[src/rtl/alu_driver_if.sv]
// alu_driver_if: command and response streams between a requester and the
// ALU driver.
//
// Handshake semantics (both streams): a transfer happens at a rising clock
// edge where valid and ready are both high. Once valid is raised, the sender
// keeps valid high and the payload stable until that transfer. Ready may be
// raised or dropped at any time and never depends on the same-cycle valid.
//
// Signals:
//   cmd_valid/cmd_ready          request stream handshake
//   cmd_opcode, cmd_a, cmd_b     ALU opcode and operands
//   cmd_tag                      tag echoed back with the result
//   rsp_valid/rsp_ready          response stream handshake
//   rsp_data, rsp_overflow       result and overflow/carry bit
//   rsp_tag                      tag of the request that produced this result
//
// Modports: master = requester, slave = the ALU driver.
interface alu_driver_if #(
  parameter int WIDTH = 16,
  parameter int TAG_W = 4
) ();
  logic             cmd_valid;
  logic             cmd_ready;
  logic [2:0]       cmd_opcode;
  logic [WIDTH-1:0] cmd_a;
  logic [WIDTH-1:0] cmd_b;
  logic [TAG_W-1:0] cmd_tag;
  logic             rsp_valid;
  logic             rsp_ready;
  logic [WIDTH-1:0] rsp_data;
  logic             rsp_overflow;
  logic [TAG_W-1:0] rsp_tag;

  modport master (
    output cmd_valid, cmd_opcode, cmd_a, cmd_b, cmd_tag, rsp_ready,
    input  cmd_ready, rsp_valid, rsp_data, rsp_overflow, rsp_tag
  );

  modport slave (
    input  cmd_valid, cmd_opcode, cmd_a, cmd_b, cmd_tag, rsp_ready,
    output cmd_ready, rsp_valid, rsp_data, rsp_overflow, rsp_tag
  );
endinterface

[src/rtl/alu_driver.sv]
// alu_driver: front end for a registered ALU with a fixed two-register
// latency (input register, output register).
//
// Accepted requests are registered onto alu_in0/alu_in1/alu_opcode, tracked
// through a 3-stage {valid, tag, opcode} pipe that mirrors
// driver reg -> ALU input reg -> ALU output reg, captured into an in-order
// result FIFO and returned on the response stream. Requests are only
// accepted while FIFO occupancy plus in-flight requests is below DEPTH, so
// a result arriving from the ALU always has a free slot.
//
// Ports:
//   clk, rst                    clock, synchronous active-high reset
//   bus (alu_driver_if.slave)   command/response streams
//   alu_rst_n                   ALU reset (= ~rst)
//   alu_in0, alu_in1, alu_opcode  registered ALU inputs
//   alu_out, alu_overflow       ALU result
//   busy                        any request in flight or buffered
//
// WIDTH and TAG_W must match the bus interface instance and the ALU.
module alu_driver #(
  parameter int WIDTH = 16,
  parameter int DEPTH = 8,
  parameter int TAG_W = 4
) (
  input  logic             clk,
  input  logic             rst,
  alu_driver_if.slave      bus,
  output logic             alu_rst_n,
  output logic [WIDTH-1:0] alu_in0,
  output logic [WIDTH-1:0] alu_in1,
  output logic [2:0]       alu_opcode,
  input  logic [WIDTH-1:0] alu_out,
  input  logic             alu_overflow,
  output logic             busy
);
  localparam int PW = $clog2(DEPTH);
  localparam int CW = PW + 1;
  localparam logic [CW-1:0] DEPTH_C = CW'(DEPTH);

  // Pipe index 0 = driver register, 1 = ALU input reg, 2 = ALU output reg.
  logic [2:0]       pipe_valid;
  logic [TAG_W-1:0] pipe_tag [3];
  logic [2:0]       pipe_op  [3];

  logic [WIDTH-1:0] mem_data [DEPTH];
  logic             mem_ovf  [DEPTH];
  logic [TAG_W-1:0] mem_tag  [DEPTH];
  logic [PW-1:0]    wr_ptr;
  logic [PW-1:0]    rd_ptr;
  logic [CW-1:0]    count;
  logic [CW-1:0]    inflight;

  logic fire;
  logic pop;
  logic capture;
  logic capture_ovf;

  assign inflight = CW'(pipe_valid[0]) + CW'(pipe_valid[1]) + CW'(pipe_valid[2]);

  // Credit uses registered state only; a pop in this cycle frees its slot
  // for issue decisions starting next cycle.
  assign bus.cmd_ready = ~rst & ((count + inflight) < DEPTH_C);
  assign fire          = bus.cmd_valid & bus.cmd_ready;

  assign bus.rsp_valid = (count != '0);
  assign pop           = bus.rsp_valid & bus.rsp_ready;
  assign capture       = pipe_valid[2];

  // Compare opcodes (101/110/111) have no meaningful overflow.
  assign capture_ovf = (pipe_op[2] >= 3'b101) ? 1'b0 : alu_overflow;

  // Head entry, forced to zero when empty so the response payload is clean
  // out of reset.
  assign bus.rsp_data     = bus.rsp_valid ? mem_data[rd_ptr] : '0;
  assign bus.rsp_overflow = bus.rsp_valid ? mem_ovf[rd_ptr]  : 1'b0;
  assign bus.rsp_tag      = bus.rsp_valid ? mem_tag[rd_ptr]  : '0;

  assign busy      = (inflight != '0) | (count != '0);
  assign alu_rst_n = ~rst;

  // Control state and ALU drive registers.
  always_ff @(posedge clk) begin
    if (rst) begin
      pipe_valid <= '0;
      alu_in0    <= '0;
      alu_in1    <= '0;
      alu_opcode <= '0;
      wr_ptr     <= '0;
      rd_ptr     <= '0;
      count      <= '0;
    end else begin
      pipe_valid <= {pipe_valid[1:0], fire};
      if (fire) begin
        alu_in0    <= bus.cmd_a;
        alu_in1    <= bus.cmd_b;
        alu_opcode <= bus.cmd_opcode;
      end
      if (capture) wr_ptr <= wr_ptr + PW'(1);
      if (pop)     rd_ptr <= rd_ptr + PW'(1);
      case ({capture, pop})
        2'b10:   count <= count + CW'(1);
        2'b01:   count <= count - CW'(1);
        default: count <= count;
      endcase
    end
  end

  // Payload storage: qualified by pipe_valid / count, so no reset needed.
  always_ff @(posedge clk) begin
    pipe_tag[0] <= bus.cmd_tag;
    pipe_op[0]  <= bus.cmd_opcode;
    pipe_tag[1] <= pipe_tag[0];
    pipe_op[1]  <= pipe_op[0];
    pipe_tag[2] <= pipe_tag[1];
    pipe_op[2]  <= pipe_op[1];
    if (capture & ~rst) begin
      mem_data[wr_ptr] <= alu_out;
      mem_ovf[wr_ptr]  <= capture_ovf;
      mem_tag[wr_ptr]  <= pipe_tag[2];
    end
  end

  // Credit issue makes this unreachable; firing means the credit math broke.
  property no_capture_when_full;
    @(posedge clk) disable iff (rst) !(capture && (count == DEPTH_C));
  endproperty
  assert property (no_capture_when_full);

endmodule
[src/flat_wrapper.sv]
// flat-port wrapper written by rule: the top's interface ports become plain ports
module alu_driver_flat 
#(
  parameter int WIDTH = 16,
  parameter int DEPTH = 8,
  parameter int TAG_W = 4
)
  (clk, rst, alu_rst_n, alu_in0, alu_in1, alu_opcode, alu_out, alu_overflow, busy, bus_cmd_valid, bus_cmd_opcode, bus_cmd_a, bus_cmd_b, bus_cmd_tag, bus_rsp_ready, bus_cmd_ready, bus_rsp_valid, bus_rsp_data, bus_rsp_overflow, bus_rsp_tag);
  alu_driver_if #(.WIDTH(WIDTH), .TAG_W(TAG_W)) bus_i ();
  input  logic clk;
  input  logic rst;
  output logic alu_rst_n;
  output logic [WIDTH-1:0] alu_in0;
  output logic [WIDTH-1:0] alu_in1;
  output logic [2:0] alu_opcode;
  input  logic [WIDTH-1:0] alu_out;
  input  logic alu_overflow;
  output logic busy;
  input wire logic [$bits(bus_i.cmd_valid)-1:0] bus_cmd_valid;
  input wire logic [$bits(bus_i.cmd_opcode)-1:0] bus_cmd_opcode;
  input wire logic [$bits(bus_i.cmd_a)-1:0] bus_cmd_a;
  input wire logic [$bits(bus_i.cmd_b)-1:0] bus_cmd_b;
  input wire logic [$bits(bus_i.cmd_tag)-1:0] bus_cmd_tag;
  input wire logic [$bits(bus_i.rsp_ready)-1:0] bus_rsp_ready;
  output wire logic [$bits(bus_i.cmd_ready)-1:0] bus_cmd_ready;
  output wire logic [$bits(bus_i.rsp_valid)-1:0] bus_rsp_valid;
  output wire logic [$bits(bus_i.rsp_data)-1:0] bus_rsp_data;
  output wire logic [$bits(bus_i.rsp_overflow)-1:0] bus_rsp_overflow;
  output wire logic [$bits(bus_i.rsp_tag)-1:0] bus_rsp_tag;
  assign bus_i.cmd_valid = bus_cmd_valid;
  assign bus_i.cmd_opcode = bus_cmd_opcode;
  assign bus_i.cmd_a = bus_cmd_a;
  assign bus_i.cmd_b = bus_cmd_b;
  assign bus_i.cmd_tag = bus_cmd_tag;
  assign bus_i.rsp_ready = bus_rsp_ready;
  assign bus_cmd_ready = bus_i.cmd_ready;
  assign bus_rsp_valid = bus_i.rsp_valid;
  assign bus_rsp_data = bus_i.rsp_data;
  assign bus_rsp_overflow = bus_i.rsp_overflow;
  assign bus_rsp_tag = bus_i.rsp_tag;
  alu_driver #(.WIDTH(WIDTH), .DEPTH(DEPTH), .TAG_W(TAG_W)) u_core (.clk(clk), .rst(rst), .bus(bus_i), .alu_rst_n(alu_rst_n), .alu_in0(alu_in0), .alu_in1(alu_in1), .alu_opcode(alu_opcode), .alu_out(alu_out), .alu_overflow(alu_overflow), .busy(busy));
endmodule
[config.mk]
export PLATFORM = sky130hd
export DESIGN_NAME = alu_driver_flat
export DESIGN_NICKNAME = d
export VERILOG_FILES = /design/src/rtl/alu_driver_if.sv /design/src/rtl/alu_driver.sv /design/src/flat_wrapper.sv
export SDC_FILE = /design/constraint.sdc
export NUM_CORES = 1
export LEC_CHECK = 0
export BUFFER_PORTS_ARGS = -buffer_cell sky130_fd_sc_hd__clkbuf_2
export CAP_MARGIN = 20
export CORE_MARGIN = 4
export CORE_UTILIZATION = 56
export DETAILED_ROUTE_END_ITERATION = 7
export GPL_TIMING_DRIVEN = 0
export PLACE_DENSITY = 0.78
export SLEW_MARGIN = 20
export SYNTH_ARGS = -nofsm -noshare
export SYNTH_HDL_FRONTEND = slang
export SYNTH_SLANG_ARGS = --single-unit
[constraint.sdc]
create_clock -name clk -period 4.39 [get_ports clk]
set_clock_uncertainty 0.15 [all_clocks]
set_input_delay 0.439 -clock clk [delete_from_list [all_inputs] [get_ports clk]]
set_output_delay 0.439 -clock clk [all_outputs]
set_load 0.05 [all_outputs]
==> reports/metrics.yaml <==
global_routing:
  grt_usage_pct: 20.3
  grt_pass1_wl_mm: 28.9
  globalRouteOverflowTotal: 0
  grt_pass1_vias: 5483
  grt_max_degree: 22
  grt_antenna_before_repair: 0
die:
  row_count: 46
  die_y_um: 135
  start_util_pct: 57.2
  dieWidth_um: 135
  core_area_um2: 15900
  io_pins: 120
  dieArea_um2: 18300
synth:
  syn_area_per_cell_um2: 16.9
  synth.area.top_cells: "edfxtp_1, dfxtp_1, mux4_2"
  synth.largest_area_cell: "edfxtp_1"
  syn_nets: 608
  syn-instance-count: 537
  synth_area_um2: 9090
  synth.distinct_cells: 37
  ys_seq_elements: 240
  yosys_warnings: 0
  yosysSeqAreaShare_pct: 71.4
  synth_top_cell_area_share_pct: 55.5
routing:
  drc: 0
  avgViaCountPerCell: 5.39
  first_iter_violations: 299
  wl_mm: 18.0
  wl_per_cell_um: 19.2
  drt_first_pass_iters: 4
  via_count: 5053
  ant_nets: 0
hold_path:
  hp-start: "bus_cmd_b[9]"
  whs_endpoint: "u_core.alu_in1[9]$_SDFFE_PP0P_"
  hold_depth: 3
  worstHoldPathType: "in2reg"
clocking:
  cts_setup_buffers: 0
  htree_levels: 1
  cts_tree: "yes"
  clk_pin_slew_worst_paths_ns: 0.06
  cts.sinks: 240
  insertion_delay_ns: 0.49
  clockBufferDepth: 3
  cts_root_buffer: "clkbuf_16"
  cts_buffers: 23
setup_path:
  critPathMaxFanout: 8
  critPathLaunchType: "flip-flop"
  end_kind: "output pin"
  arrival_ns: 2.53
  crit_required_ns: 3.80
  reg2regPathDepth: 12
  r2r_start: "u_core.count[1]$_SDFFE_PP0P_"
  criticalPathCategory: "reg2out"
  regToRegSetupSlack_ns: 1.41
  rr_endpoint: "u_core.count[2]$_SDFFE_PP0P_"
sta:
  fin_crit_ns: 3.12
  fmax_mhz: 321
  drv_slew: 0
  fin_crit_sh_pct: 71.0
  worstMarginPinSlew_ns: 0.790
  rsz0062_at_grt: "false"
  max_slew_margin_pct: 47.2
  hold_violations: 0
  setup_viol: 0
placed_design:
  port-buffer-count: 119
  hpwlAfterDp_mm: 11.7
  place_congestion: 0.750
  place_area_um2: 10100
cells_and_area:
  fin_area_um2: 11000
  n_antenna_cell: 0
  area_growth_pct: 21.2
  num-nets-final: 777
  drive_gt1_share_pct: 32.8
power:
  max-vdd-ir-drop_uv: 288
  p_leak_nw: 4.09
  p_total_mw: 5.38
  power_density_nw_per_um2: 488
run_status:
  status: "finished clean"
job:
  maxCapViolations: 0
==> cell usage in the layout, fill, tap and decap left out, types with 5 or more instances in the layout <==
cell type / instances
edfxtp_1: 168
clkbuf_2: 121
nand2_1: 75
dfxtp_1: 72
mux2i_1: 60
mux4_2: 42
nor2_1: 33
clkbuf_16: 24
clkbuf_1: 17
dlygate4sd3_1: 14
buf_2: 10
ha_1: 10
buf_4: 8
nor2_4: 6
xor2_1: 5
clkbuf_8: 5
==> sequential cells by signal, indices dropped and copies added (netlist names), named ones only <==
signal             flops
u_core.mem_data      128
u_core.mem_tag        32
u_core.alu_in0        16
u_core.alu_in1        16
u_core.pipe_tag       12
u_core.pipe_op         9
u_core.mem_ovf         8
u_core.count           4
u_core.alu_opcode      3
u_core.pipe_valid      3
u_core.rd_ptr          3
u_core.wr_ptr          3
==> worst max-delay path: stages (launching register included) <==
cell,delay (ns)
dfxtp_1,0.40
fa_1,0.43
ha_1,0.28
a31o_1,0.21
a21oi_2,0.19
xnor2_1,0.11
nor2_1,0.11
clkbuf_2,0.30
==> where the power goes <==
group / internal [mW] / switching (mW)
Combinational: 0.340 / 0.655
Sequential: 2.47 / 0.0374
Clock: 1.09 / 0.790
==> synthesized netlist by cell type <==
cell type,n
nor3_1,1
inv_1,1
o21ai_0,2
xnor2_2,1
a21oi_1,2
mux4_2,42
and2_1,2
xnor2_1,2
buf_12,3
nand3_1,3
nor2b_1,3
fa_1,1
mux2i_1,60
buf_4,4
a31o_1,1
mux2_1,1
clkbuf_1,14
ha_1,10
nor2_1,39
or4_1,1
buf_2,7
edfxtp_1,168
xor2_1,5
nor3b_1,1
nor4_1,2
buf_6,2
o21ai_1,1
a31oi_1,1
or3_1,1
nand2_1,75
nand3b_1,2
a21oi_2,1
nand2b_1,2
inv_2,2
dfxtp_1,72
a21o_1,1
nor4_2,1
==> worst max-delay path by stage <==
stage / slack (ns) / cells after the start / endpoint / startpoint
floorplan: 1.06 / 2 / u_core.mem_data[0][0]$_DFFE_PP_ / rst
global placement: -1.0 / 3 / u_core.mem_data[4][15]$_DFFE_PP_ / rst
detailed placement: 1.43 / 12 / u_core.count[2]$_SDFFE_PP0P_ / u_core.count[1]$_SDFFE_PP0P_
CTS: 1.18 / 6 / bus_rsp_data[3] / flip-flop
global route: 1.09 / 7 / bus_cmd_ready / u_core.pipe_valid[2]$_SDFF_PP0_
finish: 1.27 / 7 / bus_cmd_ready / u_core.pipe_valid[2]$_SDFF_PP0_
==> cell type report <==
cell class | count | area, um2
plain buffers | 30 | 200
flip-flops and latches | 240 | 6490
clock buffers | 34 | 691
fillers | 1056 | 4870
well taps | 216 | 270
repair buffers | 144 | 875
inverters | 3 | 11.3
clock inverters | 7 | 37.5
multi-input cells | 264 | 2450
==> repair_timing <==
| item | CTS | global route |
|---|---|---|
| hold buffers | 14 | 0 |
| endpoints found under the setup margin | 0 | 0 |
| hold endpoints to repair | 14 | 0 |
| gates resized for setup | 0 | 0 |
==> cells by family (layout without fill, tap and decap cells) <==
group / count (synthesis) / in the layout / share of synthesized area (%)
XOR/XNOR: 8 / 8 / 0.854
multiplexers: 103 / 103 / 17.1
flip-flops: 240 / 240 / 71.4
AO/OA/AOI/OAI: 9 / 9 / 0.620
adder cells (fa/ha/maj): 11 / 11 / 1.60
buffers and inverters: 33 / 218 / 2.33
AND/OR/NAND/NOR: 133 / 133 / 6.09
==> metrics by stage <==
stage	util [%]	TNS (ns)	std cells	hold slack (ns)	setup slack, ns
2_1_floorplan	-	0	537	0.160	1.06
3_3_place_gp	62.7	-39.84	872	0.160	-0.999
3_5_place_dp	63.9	0	883	0.162	1.43
4_1_cts	69.4	0	938	0.0000994	1.18
5_1_grt	69.4	0	938	0.0145	1.09
6_report	69.4	0	938	0.0195	1.27
==> layer usage <==
metal	up-vias	share of wire [%]	track usage [%]
met5	-	0	0
met4	0	1.8	5.04
met3	34	7.0	4.61
met2	184	51	35.6
met1	2493	40	25.9
li1	2342	-	-
Power figures use the tool's default switching activity.
